## config.mk

```make
export PLATFORM = sky130hd
export DESIGN_NAME = note_lane_vga
export DESIGN_NICKNAME = d
export VERILOG_FILES = /design/src/rtl/note_lane_vga.sv
export SDC_FILE = /design/constraint.sdc
export NUM_CORES = 1
export LEC_CHECK = 0
export CAP_MARGIN = 20
export CORE_UTILIZATION = 55
export CTS_CLUSTER_SIZE = 16
export DETAILED_ROUTE_END_ITERATION = 6
export GPL_ROUTABILITY_DRIVEN = 0
export PLACE_DENSITY_LB_ADDON = 0.15
export SETUP_SLACK_MARGIN = 0.2
export SLEW_MARGIN = 30
export SYNTH_ARGS = -nofsm -noshare
export SYNTH_HDL_FRONTEND = slang
export SYNTH_SLANG_ARGS = --single-unit
```

## constraint.sdc

```tcl
create_clock -name vga_clk -period 24.2 [get_ports vga_clk]
set_clock_uncertainty 0.15 [all_clocks]
set_input_delay 4.84 -clock vga_clk [delete_from_list [all_inputs] [get_ports vga_clk]]
set_output_delay 4.84 -clock vga_clk [all_outputs]
set_load 0.1 [all_outputs]
```

## src/rtl/note_lane_vga.sv

```systemverilog
// note_lane_vga: falling-note lane renderer for the VGA path.
// Each lane scrolls a column of note cells downward once per PERIOD pixel
// clocks. Presses are latched between steps, so a one-cycle press is never lost.
// Pixels are painted in this order: note cell, then hit bar, then the
// octave-tinted gradient background.
module note_lane_vga #(
  parameter int          LANES         = 7,
  parameter int          X0            = 112,
  parameter int          LANE_PITCH    = 64,
  parameter int          LANE_W        = 32,
  parameter int          Y0            = 0,
  parameter int          ROWS          = 96,
  parameter int          CELL_SHIFT    = 2,
  parameter int          HIT_Y         = 400,
  parameter int          HIT_H         = 16,
  parameter int          PERIOD        = 100000,
  parameter logic [23:0] BLOCK_COLOR   = 24'h000000,
  parameter logic [23:0] HIT_ON_COLOR  = 24'hFFD700,
  parameter logic [23:0] HIT_OFF_COLOR = 24'h808080
) (
  input  logic             vga_clk,
  input  logic             rst,
  input  logic [9:0]       pos_x,
  input  logic [9:0]       pos_y,
  input  logic [LANES-1:0] note,
  input  logic [1:0]       shift,
  input  logic             pause,
  input  logic             clear,
  output logic [23:0]      pos_data,
  output logic             step,
  output logic [LANES-1:0] hit_lanes
);

  localparam int CNT_W = (PERIOD > 2) ? $clog2(PERIOD) : 1;
  localparam int ROW_W = (ROWS > 2) ? $clog2(ROWS) : 1;
  localparam logic [10:0] FIELD_LO = 11'(Y0);
  localparam logic [10:0] FIELD_HI = 11'(Y0 + (ROWS << CELL_SHIFT));
  localparam logic [10:0] HIT_LO   = 11'(HIT_Y);
  localparam logic [10:0] HIT_HI   = 11'(HIT_Y + HIT_H);

  logic [CNT_W-1:0]            cnt_q, cnt_d;
  logic                        step_q, step_d;
  logic [LANES-1:0]            cap_q, cap_d;
  logic [LANES-1:0][ROWS-1:0]  rows_q, rows_d;
  logic [23:0]                 pos_data_q, pos_data_d;

  logic        step_fire;
  logic [10:0] x11, y11;
  logic        in_field, in_hit;
  logic [ROW_W-1:0] row;
  logic [7:0]  g;
  logic [23:0] bg;

  assign step_fire = !pause && (cnt_q == CNT_W'(PERIOD - 1));

  // Scroll control: count, capture presses, shift lanes on the step edge; clear wins.
  always_comb begin
    cnt_d  = cnt_q;
    step_d = 1'b0;
    cap_d  = cap_q | note;
    rows_d = rows_q;
    if (clear) begin
      cnt_d  = '0;
      cap_d  = '0;
      rows_d = '0;
    end else if (step_fire) begin
      cnt_d  = '0;
      step_d = 1'b1;
      cap_d  = '0;
      for (int i = 0; i < LANES; i++) begin
        rows_d[i] = {rows_q[i][ROWS-2:0], cap_q[i] | note[i]};
      end
    end else if (!pause) begin
      cnt_d = cnt_q + CNT_W'(1);
    end
  end

  // Geometry is compared at 11 bits so lane/field bounds past 1023 cannot wrap.
  assign x11      = {1'b0, pos_x};
  assign y11      = {1'b0, pos_y};
  assign in_field = (y11 >= FIELD_LO) && (y11 < FIELD_HI);
  assign in_hit   = (y11 >= HIT_LO) && (y11 < HIT_HI);
  assign row      = ROW_W'((y11 - FIELD_LO) >> CELL_SHIFT);
  assign g        = pos_y[8:1];

  // Background tint follows the octave select.
  always_comb begin
    case (shift)
      2'b10:   bg = {g, g, 8'hFF};
      2'b01:   bg = {8'hFF, g, g};
      default: bg = 24'hFFFFFF;
    endcase
  end

  // Pixel colour: first matching lane (lowest index) decides cell / hit bar.
  always_comb begin
    logic found;
    found      = 1'b0;
    pos_data_d = bg;
    for (int i = 0; i < LANES; i++) begin
      if (!found && (x11 >= 11'(X0 + i * LANE_PITCH)) &&
          (x11 < 11'(X0 + i * LANE_PITCH + LANE_W))) begin
        found = 1'b1;
        if (in_field && rows_q[i][row]) begin
          pos_data_d = BLOCK_COLOR;
        end else if (in_hit) begin
          pos_data_d = note[i] ? HIT_ON_COLOR : HIT_OFF_COLOR;
        end
      end
    end
  end

  // Bottom row of every lane feeds the scoring logic directly.
  always_comb begin
    hit_lanes = '0;
    for (int i = 0; i < LANES; i++) begin
      hit_lanes[i] = rows_q[i][ROWS-1];
    end
  end

  // State and registered pixel output.
  always_ff @(posedge vga_clk or posedge rst) begin
    if (rst) begin
      cnt_q      <= '0;
      step_q     <= 1'b0;
      cap_q      <= '0;
      rows_q     <= '0;
      pos_data_q <= '0;
    end else begin
      cnt_q      <= cnt_d;
      step_q     <= step_d;
      cap_q      <= cap_d;
      rows_q     <= rows_d;
      pos_data_q <= pos_data_d;
    end
  end

  assign pos_data = pos_data_q;
  assign step     = step_q;

endmodule

```

# After elaboration in Yosys (flattened, before gate mapping)
# Index checks and enable logic that the tools add are counted.
# Widths: inputs -> output; s select.
[classes] n_addsub=1 magnitude_cmp=19 mux=58 n_reduce_logical=31 bitwise_logic=8 eq_ne=4
[ops] op="$mux 672" n=2
[ops] op="$mux 24" n=21
[ops] op="$mux 23" n=7
[ops] op="$lt 10x9->1 const B" n=6
[ops] op="$mux 17" n=3
[ops] op="$ge 10x9->1 const B" n=5
[ops] op="$bmux 1 s7" n=7
[ops] op="$pmux 24 s2" n=1
[ops] op="$logic_and 1x1->1" n=23
[ops] op="$ge 10x8->1 const B" n=2
[ops] op="$lt 10x8->1 const B" n=2
[ops] op="$add 17x1->17 const B" n=1
[ops] op="$eq 17x17->1 const B" n=1
[ops] op="$mux 1" n=15
[ops] op="$mux 7" n=2
[ops] op="$ge 10x1->1 const B" n=1
[ops] op="$ge 10x7->1 const B" n=1
[ops] op="$lt 10x10->1 const B" n=1
[ops] op="$lt 7x8->1 const B" n=1
[ops] op="$logic_not 1->1" n=7
[ops] op="$or 1x1->1" n=7
[ops] op="$or 7x7->7" n=1
[ops] op="$ne 3x1->1 const B" n=1
[ops] op="$eq 2x1->1 const B" n=1
[ops] op="other kinds (2)" n=2
[word_totals] regBits=721 word_cells=132 output_inout_bits=32 in_bits=33

# Logic depth before layout (Yosys ltp)
[depth] ltp_word=27 mapped_depth=16 depth_no_buf=9

# Worst setup path after synthesis
# Ideal clock, no wire load.
[synth_path] kind="input-to-reg" from="in pos_x[4]" to="reg pos_data_q[10], in the netlist pos_data[10]" required_ns=23.929 n_path_buf=2 t_arrival_ns=7.107 cell_stages=11 path_slack_ns=16.821 setup_time_ns=0.121 cell_sequence="buf_2 or3b_2 a2111oi_1 nand2_1 a2111oi_0 a211oi_1 and4b_1 and2b_4 a31oi_1 buf_2 nor2_1"
[synth_via] elab_chain_len=27 word_cells_on_any_way=58 classes_between="order compare: 14; mux: 25; reduce/logical: 19"
[synth_lines] element="from (decl)" line="23" rtl="input logic [9:0] pos_x,"
[synth_lines] element="branches (longest 26 deep; another with $ge 10x7->1)"
[synth_lines] element="$mux 24 *" line="101" rtl="if (!found && (x11 >= 11'(X0 + i * LANE_PITCH)) &&"
[synth_lines] element="named net pos_data_d[10]" line="45" rtl="logic [23:0] pos_data_q, pos_data_d;"
[synth_lines] element="to (signal assigned)" line="134" rtl="pos_data_q <= pos_data_d;"
[synth_lines] element="to (decl)" line="45"
# Mark *: on every way through the listed nets, which the timed path passes.
# A chain may end at the register's enable or synchronous reset.

# Worst setup path in the final report
[layout_path] from="in pos_y[3]" to="reg pos_data_q[5], in the netlist pos_data[5]"
[layout_via] elab_chain_len=23 word_cells_on_any_way=48 classes_between="order compare: 4; mux: 35; reduce/logical: 9"
[layout_lines] element="from (decl)" line="24" rtl="input logic [9:0] pos_y,"
[layout_lines] element="$bmux 1 s7 (tied with other cells)" line="104" rtl="if (in_field && rows_q[i][row]) begin"
[layout_lines] element="$mux 1 (not written as such) (tied with other cells)" line="104"
[layout_lines] element="$logic_and 1x1->1 or $mux 24 (tied branches)" line="104, 106"
[layout_lines] element="$mux 24" line="104"
[layout_lines] element="$mux 24" line="101"
[layout_lines] element="$mux 24" line="106" rtl="end else if (in_hit) begin"
[layout_lines] element="$mux 24" line="104"
[layout_lines] element="$mux 24" line="101"
[layout_lines] element="[8 not listed]"
[layout_lines] element="$mux 24" line="101"
[layout_lines] element="$mux 24" line="106"
[layout_lines] element="$mux 24" line="104"
[layout_lines] element="$mux 24" line="101"
[layout_lines] element="$mux 24" line="106"
[layout_lines] element="$mux 24" line="104"
[layout_lines] element="$mux 24 *" line="101"
[layout_lines] element="named net pos_data_d[5]" line="45"
# The timed path passes the listed nets; every way through them passes the cells marked *. The select of a mux whose other input is x is not followed.

==> flow_summary.toml <==
[logic_synthesis]
yosys_register_bits = 721
synth_area_leader_cell = "dfrtp_1"
synth-compound-area-share_pct = 13.84
synth_top_family_by_area = "simple AND/OR/NAND/NOR gates"
syn_nets = 3812
yosys.area_share.simple_pct = 18.12
yosysTopAreaCellShare_pct = 52.15
netlist_area_um2 = 34600
synthTopCellsByArea = "dfrtp_1 52%, nand2_1 15%, a21oi_1 10%, mux4_2 6.1%, mux2i_1 3.6%"
synthMuxAreaShare_pct = 11.05
synth_adder_area_share_pct = 0.1085
synth-edff-count = 0
async_flop_share_pct = 100.0
ys_seq_area_share_pct = 52.15
avgSynthCellArea_um2 = 9.163
syn_inst = 3776
yosysUniqueCellTypes = 69
synth_top_flop_cell = "dfrtp_1"
synth-warning-count = 0
synth_xor_area_share_pct = 0.3797

[setup_path]
cp_data_required_time_ns = 24.56
rr_endpoint = "rows_q[391]$_DFFE_PP0P_"
critPathCaptureType = "register"
crit_arrival_ns = 10.31
worstSetupPathType = "in2reg"
r2r_cells = 9
ff2ff_setup_slack_ns = 20.07
r2r_start = "cnt_q[0]$_DFFE_PP0P_"
start_kind = "input pin"
critical_path_peak_fanout = 62

[power]
total_power_mw = 2.586
swShare_pct = 24.27
p_int_mw = 1.958
p_leak_nw = 15.46
ir_drop_mv = 0.04601
p_clk_share_pct = 46.3
power_density_nw_per_um2 = 68.08
pwr-share-comb_pct = 6.8
power_switching_uw = 627.7
p_seq_share_pct = 46.9

[finish]
fillCellCount = 5112
mostFrequentLayoutCell = "nand2_1"
nets = 3686
n_antenna_cell = 0
seqCellArea_um2 = 18040
post-route-util_pct = 61.33
multi_input_area_um2 = 15080
layout-drive-gt1-share_pct = 8.001
area_growth_pct = 9.786
final_cell_area_um2 = 37990
final_cell_mix = "1394 x nand2_1, 721 x a21oi_1, 721 x dfrtp_1"

[global_route]
grt.met1_usage_pct = 39.00
grt_pass1_wl_um = 139500
grt_use_total_pct = 27.25
use_met3_pct = 4.204
grt_antenna_before_repair = 1
grt-ovfl-total = 0
grt_max_degree = 229
grt-busiest-layer = "met2"
met2_usage_pct = 43.50
grt_pass1_vias = 25890

[clock_network]
cts_resized = 0
h-tree-depth = 3
postCtsSetupBuffers = 0
cts_buffers = 78
clk_path_buf_depth = 3
cts-root-buf = "clkbuf_16"
cts_tree = "done"
insertion_delay_ns = 0.62
hold_buffers = 0
clkSinkCount = 721
clkTransAtPathRegs_ns = 0.05

[sta]
final.min_clock_period_ns = 9.943
rsz0062_at_grt = "no"
setup_tns_ns = 0
worst_slew_pin_slew_ns = 1.028
relSlewSlack_pct = 31.25
fmax_mhz = 100.6
slew_violations = 0
setup_viol = 0
fin_ws_ns = 14.26
hold_viol_final = 0
min_period_over_period_pct = 41.09

[die]
dieArea_um2 = 63920
coreArea_um2 = 61940
die_w_um = 252.8
row_count = 91
start_util_pct = 55.86
fp.dieH_um = 252.8
io_pins = 65

[flow_run]
max_cap_viol_count = 0

[drt]
drc = 0
wl_per_cell_um = 18.91
viasPerCell = 5.961
vias = 27120
ant_nets = 0
drt-total-wl_um = 86030
drtIter0Drc = 3164
first_pass_iters = 6

[place]
place_area_um2 = 35240
dp_hpwl_um = 50860
dp_slack_ns = 13.64
io_buffers = 59

[worst_hold_path]
min_from = "cap_q[0]$_DFF_PP0_"
min_to = "cap_q[0]$_DFF_PP0_"
worstHoldPathCells = 2
min_path_type = "reg2reg"

[outcome]
status = "finished, final reports clean"
-- state kept, by name (all words and copies together), names as in the netlist --
register	flops
cnt_q	17
cap_q	7
step	1
hit_lanes	7
pos_data	24
rows_q	665
-- power groups by stage --
stage | Combinational (mW) | Clock (mW) | Sequential (mW)
floorplan | 0.0890 | 0 | 1.27
detailed placement | 0.175 | 0 | 1.24
CTS | 0.175 | 1.22 | 1.21
global placement | 0.172 | 0 | 1.24
finish | 0.176 | 1.20 | 1.21
global route | 0.188 | 1.27 | 1.21
-- per-layer routing --
layer / part of all wire (%) / vias up
met1: 44 / 13620
li1: - / 12540
met5: 0 / -
met2: 48 / 803
met3: 5.7 / 151
met4: 2.5 / 0
-- final cells by class --
class,count,area share (%)
tap,837,2.757
timing repair buffer,109,3.096
clock inverter,24,0.6028
sequential,721,47.50
clock buffer,118,6.199
multi-input combinational,2727,39.71
inverter,13,0.1383
-- synthesized netlist by cell type (all sizes together), types with 8 or more instances --
cell and number:
nand2 1394, a21oi 721, dfrtp 721, clkbuf 246
mux2i 125, mux4 109, nor2 85, buf 69
a22oi 53, nand3 24, a211oi 20, a31oi 19
o21ai 15, o221ai 13, inv 12, nor2b 12
nand4 10, nor3 10, and3 9, xor2 9
nor4 8, o22ai 8
-- per-stage QoR --
step	std cells	hold slack (ns)
global route	4549	0.3606
global placement	4401	0.3109
floorplan	3776	0.2974
detailed placement	4402	0.3234
CTS	4544	0.3356
finish	4549	0.3367
-- worst max path at each step --
stage	startpoint	end	slack, ns	depth (start not counted)
global route	pos_y[3]	pos_data[4]$_DFF_PP0_	14.04	13
floorplan	rst	cap_q[0]$_DFF_PP0_	9.33	1
detailed placement	pos_y[3]	pos_data[5]$_DFF_PP0_	13.64	13
finish	pos_y[3]	pos_data[5]$_DFF_PP0_	14.26	13
CTS	pos_y[3]	pos_data[5]$_DFF_PP0_	14.27	13
global placement	pos_y[3]	pos_data[4]$_DFF_PP0_	13.77	13
-- kinds of logic after synthesis --
family	after synthesis
AO/OA/AOI/OAI	879
flip-flops	721
AND/OR/NAND/NOR	1591
multiplexers	239
buffers and inverters	328
XOR/XNOR	15
adder cells (fa/ha/maj)	3
-- critical path: stages --
cell	delay (ns)
buf_8	0.40
buf_4	0.81
buf_4	0.71
buf_4	0.64
mux4_2	0.43
a22oi_1	0.19
a21oi_1	0.08
nor2_1	0.41
nor4_1	0.11
a311o_1	0.39
nor2_2	0.45
nand4bb_1	0.42
a21oi_1	0.28
Power figures use the tool's default switching activity.
